`config.mk`:
```
export PLATFORM = sky130hd
export DESIGN_NAME = jump_flush_ctrl
export DESIGN_NICKNAME = d
export VERILOG_FILES = /design/src/rtl/jump_flush_ctrl_pkg.sv /design/src/rtl/jump_flush_ctrl.sv
export SDC_FILE = /design/constraint.sdc
export NUM_CORES = 1
export LEC_CHECK = 0
export BUFFER_PORTS_ARGS = -buffer_cell sky130_fd_sc_hd__buf_2
export CORE_UTILIZATION = 52
export DETAILED_ROUTE_END_ITERATION = 8
export HOLD_SLACK_MARGIN = 0.03
export PLACE_DENSITY = 0.8
export SLEW_MARGIN = 0
export SYNTH_ARGS = -nofsm -noshare
export SYNTH_HDL_FRONTEND = slang
export SYNTH_SLANG_ARGS = --single-unit
```
`constraint.sdc`:
```
create_clock -name clk_i -period 2.2 [get_ports clk_i]
set_input_delay 0.11 -clock clk_i [delete_from_list [all_inputs] [get_ports clk_i]]
set_output_delay 0.11 -clock clk_i [all_outputs]
set_load 0.01 [all_outputs]
```
`src/rtl/jump_flush_ctrl_pkg.sv`:
```
// Shared constants, state encoding and helpers for the jump/flush sequencer.
package jump_flush_ctrl_pkg;

  localparam int ADDR_WIDTH       = 32;
  localparam int FLUSH_CYCLES_DEF = 2;

  localparam logic [ADDR_WIDTH-1:0] ZERO = '0;

  typedef enum logic [1:0] {
    S_RUN   = 2'd0,
    S_FLUSH = 2'd1,
    S_HOLD  = 2'd2
  } ctrl_state_e;

  // Instruction fetch is word-aligned: drop the byte offset.
  function automatic logic [ADDR_WIDTH-1:0] word_align(input logic [ADDR_WIDTH-1:0] a);
    return {a[ADDR_WIDTH-1:2], 2'b00};
  endfunction

endpackage

```
`src/rtl/jump_flush_ctrl.sv`:
```
// Redirect/flush sequencer: turns EX taken-branch results into a PC load plus
// an IF/ID flush window, and defers a branch that resolves while the pipeline
// is frozen by a hold request until the hold drops.
module jump_flush_ctrl
  import jump_flush_ctrl_pkg::*;
#(
  parameter int FLUSH_CYCLES = FLUSH_CYCLES_DEF,
  parameter int CNT_WIDTH    = 32
) (
  input  logic                  clk_i,
  input  logic                  rst_i,
  input  logic                  jump_enable_i,
  input  logic [ADDR_WIDTH-1:0] jump_addr_i,
  input  logic                  hold_req_i,
  output logic                  pc_load_o,
  output logic [ADDR_WIDTH-1:0] pc_target_o,
  output logic                  flush_o,
  output logic                  hold_o,
  output logic                  misalign_o,
  output logic [CNT_WIDTH-1:0]  redirect_cnt_o
);

  // Counter only ever holds values up to FLUSH_CYCLES-1.
  localparam int FCW = $clog2(FLUSH_CYCLES + 1);
  localparam logic [FCW-1:0] FLUSH_RELOAD = FCW'(FLUSH_CYCLES - 1);
  localparam ctrl_state_e    AFTER_LOAD   = (FLUSH_CYCLES > 1) ? S_FLUSH : S_RUN;

  ctrl_state_e           state;
  logic [FCW-1:0]        flush_cnt;
  logic                  pend;
  logic [ADDR_WIDTH-1:0] pend_addr;

  logic                  take_now;
  logic                  take_pend;
  logic                  load;
  logic                  capture;
  logic [ADDR_WIDTH-1:0] raw_tgt;

  // Redirect decode; everything is gated by reset so outputs read 0 while it is low.
  always_comb begin
    take_now  = rst_i && (state == S_RUN)  && jump_enable_i && !hold_req_i;
    take_pend = rst_i && (state == S_HOLD) && pend && !hold_req_i;
    load      = take_now || take_pend;
    capture   = rst_i && (state == S_RUN) && jump_enable_i && hold_req_i && !pend;
    raw_tgt   = take_pend ? pend_addr : jump_addr_i;
  end

  // Output drive: hold wins over redirect, flush persists through a hold in S_FLUSH.
  always_comb begin
    pc_load_o   = load;
    pc_target_o = load ? word_align(raw_tgt) : ZERO;
    flush_o     = rst_i && (load || (state == S_FLUSH));
    hold_o      = rst_i && hold_req_i;
    misalign_o  = load && (raw_tgt[1:0] != 2'b00);
  end

  // Sequencer state.
  always_ff @(posedge clk_i or negedge rst_i) begin
    if (!rst_i) begin
      state <= S_RUN;
    end else begin
      unique case (state)
        S_RUN: begin
          if (take_now)     state <= AFTER_LOAD;
          else if (capture) state <= S_HOLD;
        end
        S_FLUSH: begin
          if (!hold_req_i && flush_cnt == FCW'(1)) state <= S_RUN;
        end
        S_HOLD: begin
          if (!hold_req_i) state <= pend ? AFTER_LOAD : S_RUN;
        end
        default: state <= S_RUN;
      endcase
    end
  end

  // Flush window down-counter: reload on redirect, frozen under hold.
  always_ff @(posedge clk_i or negedge rst_i) begin
    if (!rst_i) begin
      flush_cnt <= '0;
    end else if (load) begin
      flush_cnt <= FLUSH_RELOAD;
    end else if (state == S_FLUSH && !hold_req_i && flush_cnt != '0) begin
      flush_cnt <= flush_cnt - FCW'(1);
    end
  end

  // Deferred target: first capture under hold wins, cleared when it issues.
  always_ff @(posedge clk_i or negedge rst_i) begin
    if (!rst_i) begin
      pend      <= 1'b0;
      pend_addr <= ZERO;
    end else if (capture) begin
      pend      <= 1'b1;
      pend_addr <= jump_addr_i;
    end else if (take_pend) begin
      pend      <= 1'b0;
    end
  end

  // Redirect performance counter, free-running wrap.
  always_ff @(posedge clk_i or negedge rst_i) begin
    if (!rst_i) begin
      redirect_cnt_o <= '0;
    end else if (load) begin
      redirect_cnt_o <= redirect_cnt_o + CNT_WIDTH'(1);
    end
  end

endmodule

```
==> flow_summary_export.csv, run 1 <==
group,metric,value,unit
power,clkPwrFrac,32.7,%
yosys,ys_seq_area_share,48.7,%
die,coreArea,6460,sq um
placement,port_buffers,101,
worst_hold_path,worstHoldPathType,"in2async",
worst_setup_path,rr_startpoint,"redirect_cnt_o[11]",
global_route,grt_max_degree,73,
worst_setup_path,critPathLaunchType,"register",
yosys,synth_warnings,0,
routing,first_iter_violations,139,
die,start_util,54.9,%
timing,rsz0062_at_grt,"true",
power,p_seq_share,50.6,%
timing,max_freq,467,MHz
placement,routabilityCongestion,0.753,
power,p_leak,2.48,nW
run,max_cap_viol_count,0,
layout,final_area,4630,sq um
routing,drc,0,
power,ir_drop,406,uV
worst_setup_path,critical_path_class,"reg2out",
clock_network,numCtsBuffers,9,
timing,timing_hold_violations_final,0,
worst_setup_path,rrSetupSlack,410,ps
global_route,grt_usage,25.2,%
clock_network,cts-root-buf,"clkbuf_8",
routing,dr_total_vias,3101,
die,io_pins,104,
power,switchingPower,793,uW
global_route,grt_pass1_wl,14200,microns
yosys,synth_area,3550,sq um
yosys,synth_cell_types,41,
worst_setup_path,critPathSlowestCell,"dfrtp_2",
clock_network,cts_num_sinks,69,
yosys,synth_top_area_cell,"dfrtp_1",
clock_network,htreeDepth,3,
worst_setup_path,worstReg2RegEnd,"redirect_cnt_o[31]",
layout,drive_gt1_share,36.5,%
yosys,syn_avg_cell_area,10.3,sq um
timing,maxSlewViolCount,0,
clock_network,clk_pin_slew,70,ps
yosys,async_flop_share,100,%
placement,dp_hpwl,5210,microns
timing,worst_slew_pin_slew,880,ps
yosys,synth-edff-count,0,
outcome,status,"complete, no violations",
die,fp-row-count,29,
worst_setup_path,endpoint_kind,"primary output",
timing,setup_viol,0,
routing,post_drt_wl_per_cell,15.7,microns
global_route,overflow,0,
routing,postRouteWirelength,8750,microns
worst_setup_path,crit_start,"state[0]",
layout,final_util,71.7,%
worst_setup_path,r2r.worst_path.cells,4,
yosys,synth_top_area_share,48.7,%
worst_setup_path,path_cells,"or3b_4 > nor2_4 > buf_4 > nand2_1 > a21oi_1 > buf_2",
worst_setup_path,worstPathMaxFanout,12,
yosys,ys_top_cells_by_area,"dfrtp_1, mux2_2, nand2_1",
clock_network,tritoncts,"built",
layout,nNetsFinal,517,
layout,diodes,0,
timing,slew_headroom,41.3,%
yosys,ys_seq_elements,69,
yosys,synth_cells,344,
clock_network,clock_latency,340,ps
power,internal_power,2.10,mW
yosys,ys_top_cells_by_count,"nand2_1, dfrtp_1, mux2_2",
routing,drtAntennaViolNets,0,
power,p_comb_share,16.8,%
die,die_width,84.6,microns
timing,fin_crit_sh,97.3,%
worst_setup_path,crit_required,2090,ps
routing,drt_pass1_iterations,8,
routing,viasPerCell,5.55,
yosys,synth_flop_cell,"dfrtp_1",
yosys,synth.most_common_cell,"nand2_1",
die,dieHeight,84.6,microns
worst_setup_path,critPathMaxStageDelay,460,ps
die,die_area,7160,sq um
layout,area_growth,30.5,%
power,swShare,27.4,%
power,design_power_total,2.89,mW
global_route,grt_pass1_vias,3021,
worst_setup_path,crit_arrival,2030,ps
timing,fin_crit,2140,ps
global_route,antenna_found_initial,0,
placement,placed_area,4100,sq um
clock_network,ctsLongestPathBuffers,2,
power,cellPowerDensity,625,nW/um^2
timing,fin_skew,8.97,ps
worst_setup_path,worstSetupEndpoint,"pc_target_o[9]",
metrics by stage:
step	cells	hold WS [ps]	setup TNS, ps	worst slack, ps
after floorplan	345	-186	0	559
after global placement	510	359	0	332
after detailed placement	510	362	0	266
after CTS	557	85.6	0	4.13
after global routing	559	127	-6.16	-6.16
final	559	48.4	0	59.2
registers in the layout (all words and copies together), names as in the netlist:
name,cells
pend_addr,32
redirect_cnt_o,32
flush_cnt,2
state,2
pend,1
repair_timing:
action / 4_1_cts / 5_1_grt
setup buffers: 0 / 1
resized for setup: 2 / 4
pin swaps: 1 / 1
hold buffers: 32 / 0
cloned: 0 / 1
endpoints found under the setup margin: 18 / 29
endpoints found under the hold margin: 32 / 0
critical path: cells and delay by family, from the launching register on:
family / cells / cell delay [ps]
AO/OA/AOI/OAI: 1 / 160
buffers and inverters: 2 / 370
flip-flops: 1 / 460
AND/OR/NAND/NOR: 3 / 700
area by class of cell:
cell class	count	area, sq um
Timing Repair Buffer	142	897
Multi-Input combinational cell	248	1700
Tap cell	77	96.3
Clock inverter	1	5.00
Sequential cell	69	1730
Clock buffer	14	173
Fill cell	491	1830
Inverter	8	30.0
worst min-delay path by stage:
stage,to,from,slack (ps)
after floorplan,flush_cnt[0],rst_i,-190
after global placement,pend_addr[23],jump_addr_i[23],360
after detailed placement,pend_addr[26],jump_addr_i[26],360
after CTS,redirect_cnt_o[6],rst_i,90
after global routing,redirect_cnt_o[6],rst_i,130
final,redirect_cnt_o[15],rst_i,50
power groups by stage:
stage                     Combinational, mW  Clock, mW  Sequential, mW
after detailed placement              0.431          0            1.48
final                                 0.485      0.945            1.46
after CTS                             0.476      0.963            1.46
after global placement                0.416          0            1.47
after global routing                  0.541       1.01            1.48
after floorplan                       0.252          0            1.48
routing by layer:
metal  GRT usage, %  part of all wire [%]
met3           4.82                   5.0
met4           12.0                   2.5
met2           42.1                    49
met1           31.8                    43
met5              0                     0
cells by family (layout without fill, tap and decap cells):
| family | Yosys count | after routing | synth area share (%) |
|---|---|---|---|
| compound gates | 37 | 37 | 5.64 |
| buf+inv | 28 | 165 | 3.84 |
| other cells | 1 | 2 | 0.106 |
| mux | 34 | 34 | 10.9 |
| xor+xnor | 32 | 32 | 7.90 |
| fa+ha+maj | 3 | 3 | 1.06 |
| flops | 69 | 69 | 48.7 |
| simple gates | 140 | 140 | 21.9 |
cells in the final DEF (no fill, tap or decap), types with 3 or more instances in the layout:
master and count:
buf_2 101, nand2_1 73, dfrtp_1 67, mux2_2 32, dlygate4sd3_1 32, a21oi_1 30
xnor2_1 18, xor2_1 14, nand3_1 12, clkbuf_8 12, nor3_1 8, nand4_1 8
nor4_2 8, inv_1 7, nor2_1 7, and3_1 7, buf_4 7, and4_1 4
ha_1 3
Power figures use the tool's default switching activity.
==> inputs of run 2 (changes only) <==
--- a/config.mk
+++ b/config.mk
@@ -9,7 +9,7 @@
 export CORE_UTILIZATION = 52
 export DETAILED_ROUTE_END_ITERATION = 8
 export HOLD_SLACK_MARGIN = 0.03
-export PLACE_DENSITY = 0.8
+export PLACE_DENSITY_LB_ADDON = 0.25
 export SLEW_MARGIN = 0
 export SYNTH_ARGS = -nofsm -noshare
 export SYNTH_HDL_FRONTEND = slang
==> run 2 against run 1 <==
Setup slack better by 58 ps; combinational power shrank 0.8%; the run now ends with DRC left; critical endpoint is now pc_target_o[18]; routed wire length down 6.9%; register-to-register slack gained 40 ps; die area stayed put; critical path type unchanged.
==> flow_summary_export.csv, run 2 (synthesized netlist as in run 1, its figures left out) <==
group,metric,value,unit
worst_setup_path,critical_path_class,"reg2out",
worst_setup_path,cp.depth,6,
clock_network,clock_latency,340,ps
clock_network,tritoncts,"built",
global_route,overflow,0,
routing,first_iter_violations,140,
worst_setup_path,critPathSlowestCell,"dfrtp_2",
timing,fin_crit_sh,94.7,%
clock_network,postCtsSetupBuffers,0,
layout,seqCellArea,1730,sq um
die,die_area,7160,sq um
power,p_leak,2.48,nW
routing,drtAntennaViolNets,0,
worst_setup_path,r2r.worst_path.cells,4,
worst_setup_path,worstPathMaxFanout,16,
layout,final_area,4640,sq um
timing,fin_skew,7.76,ps
clock_network,cts_num_sinks,69,
layout,reg_top3,"pend_addr x32, redirect_cnt_o x32",
placement,routabilityCongestion,0.750,
global_route,antenna_found_initial,0,
routing,postRouteWirelength,8150,microns
worst_setup_path,worstReg2RegEnd,"redirect_cnt_o[31]",
worst_setup_path,rr_startpoint,"redirect_cnt_o[11]",
placement,post-place-ws,437,ps
timing,setup_viol,0,
outcome,failed_checks,"DRC",
layout,area_growth,30.9,%
die,coreArea,6460,sq um
worst_setup_path,crit_family,"simple AND/OR/NAND/NOR gates",
routing,met1Wirelength,3670,microns
clock_network,ctsLongestPathBuffers,2,
die,fp-row-count,29,
layout,diodes,0,
routing,drc,8,
worst_setup_path,critPathMaxStageDelay,460,ps
placement,port_buffers,101,
worst_setup_path,rrSetupSlack,450,ps
routing,drt_pass1_iterations,9,
timing,max_freq,480,MHz
timing,rsz0062_at_grt,"false",
run,max_cap_viol_count,0,
timing,worst_slew_pin_slew,865,ps
worst_setup_path,crit_start,"state[0]",
die,start_util,54.9,%
worst_setup_path,path_buf_inv,2,
global_route,grt_max_degree,73,
clock_network,htreeDepth,3,
clock_network,clk_pin_slew,70,ps
layout,final_cell_mix,"buf_2, nand2_1, dfrtp_1",
timing,tns,0,ps
worst_setup_path,path_cells,"or3b_4 > nor2_4 > buf_12 > nand2_1 > a21oi_1 > buf_2",
routing,dr_wl_met3,423,microns
timing,maxSlewViolCount,0,
timing,setup_ws,117,ps
routing,viasPerCell,5.32,
die,die_width,84.6,microns
placement,placed_area,4130,sq um
worst_setup_path,endpoint_kind,"primary output",
outcome,status,"finished, violations left",
routing,routed.top_layer,"met4",
placement,dp_hpwl,5000,microns
worst_setup_path,crit_required,2090,ps
layout,multi_input_area,1710,sq um
power,ir_drop,364,uV
die,dieHeight,84.6,microns
routing,post_drt_wl_per_cell,14.7,microns
global_route,grt_pass1_vias,2916,
layout,nNetsFinal,515,
routing,wl_met2,3960,microns
clock_network,cts-root-buf,"clkbuf_8",
global_route,grt_pass1_wl,13400,microns
layout,fillers,481,
timing,slew_headroom,42.3,%
global_route,grt_usage,23.8,%
worst_setup_path,crit_arrival,1970,ps
layout,final_common_cell,"buf_2",
worst_hold_path,worstHoldPathType,"in2async",
clock_network,numCtsBuffers,9,
routing,dr_total_vias,2960,
timing,fin_crit,2080,ps
worst_setup_path,worstSetupEndpoint,"pc_target_o[18]",
timing,timing_hold_violations_final,0,
die,io_pins,104,
power,cellPowerDensity,612,nW/um^2
layout,drive_gt1_share,36.5,%
worst_setup_path,critPathLaunchType,"register",
## run 2: cell type report
| class | instances | share of cell area (%) |
|---|---|---|
| tap | 77 | 2.07 |
| inverter | 8 | 0.647 |
| multi-input combinational | 248 | 36.7 |
| clock buffer | 12 | 3.34 |
| timing repair buffer | 140 | 19.8 |
| clock inverter | 2 | 0.216 |
| sequential | 69 | 37.2 |
## run 2: per-stage QoR
stage	instances	hold slack, ps	utilization [%]	total power, mW
after global placement	510	357	63.9	1.90
final	556	22.0	71.9	2.84
after floorplan	345	-186	-	1.73
after CTS	555	30.6	71.3	2.86
after detailed placement	510	361	63.9	1.92
after global routing	556	32.7	71.9	3.00
## run 2: worst min path at each step
stage               startpoint                 to  slack (ps)  cells after the start
2_1_floorplan            rst_i       flush_cnt[0]        -190                      0
3_3_place_gp   jump_addr_i[28]      pend_addr[28]         360                      2
3_5_place_dp   jump_addr_i[26]      pend_addr[26]         360                      2
4_1_cts         jump_addr_i[0]       pend_addr[0]          30                      2
5_1_grt         jump_addr_i[0]       pend_addr[0]          30                      2
6_report                 rst_i  redirect_cnt_o[0]          20                      2
## run 2: routing by layer
metal	GRT usage (%)	up-vias
li1	-	1436
met4	8.47	0
met3	6.98	8
met2	39.0	95
met5	0	-
met1	30.2	1421
## run 2: power breakdown
part	switching [mW]	internal, mW	total (mW)
Sequential	0.0942	1.37	1.46
Clock	0.443	0.455	0.898
Combinational	0.241	0.241	0.481
Total	0.778	2.06	2.84
## run 2: repair_timing
action / in CTS / in global routing
resized for setup: 0 / 4
hold endpoints to repair: 31 / 0
hold buffers: 31 / 0
setup endpoints to repair: 0 / 25
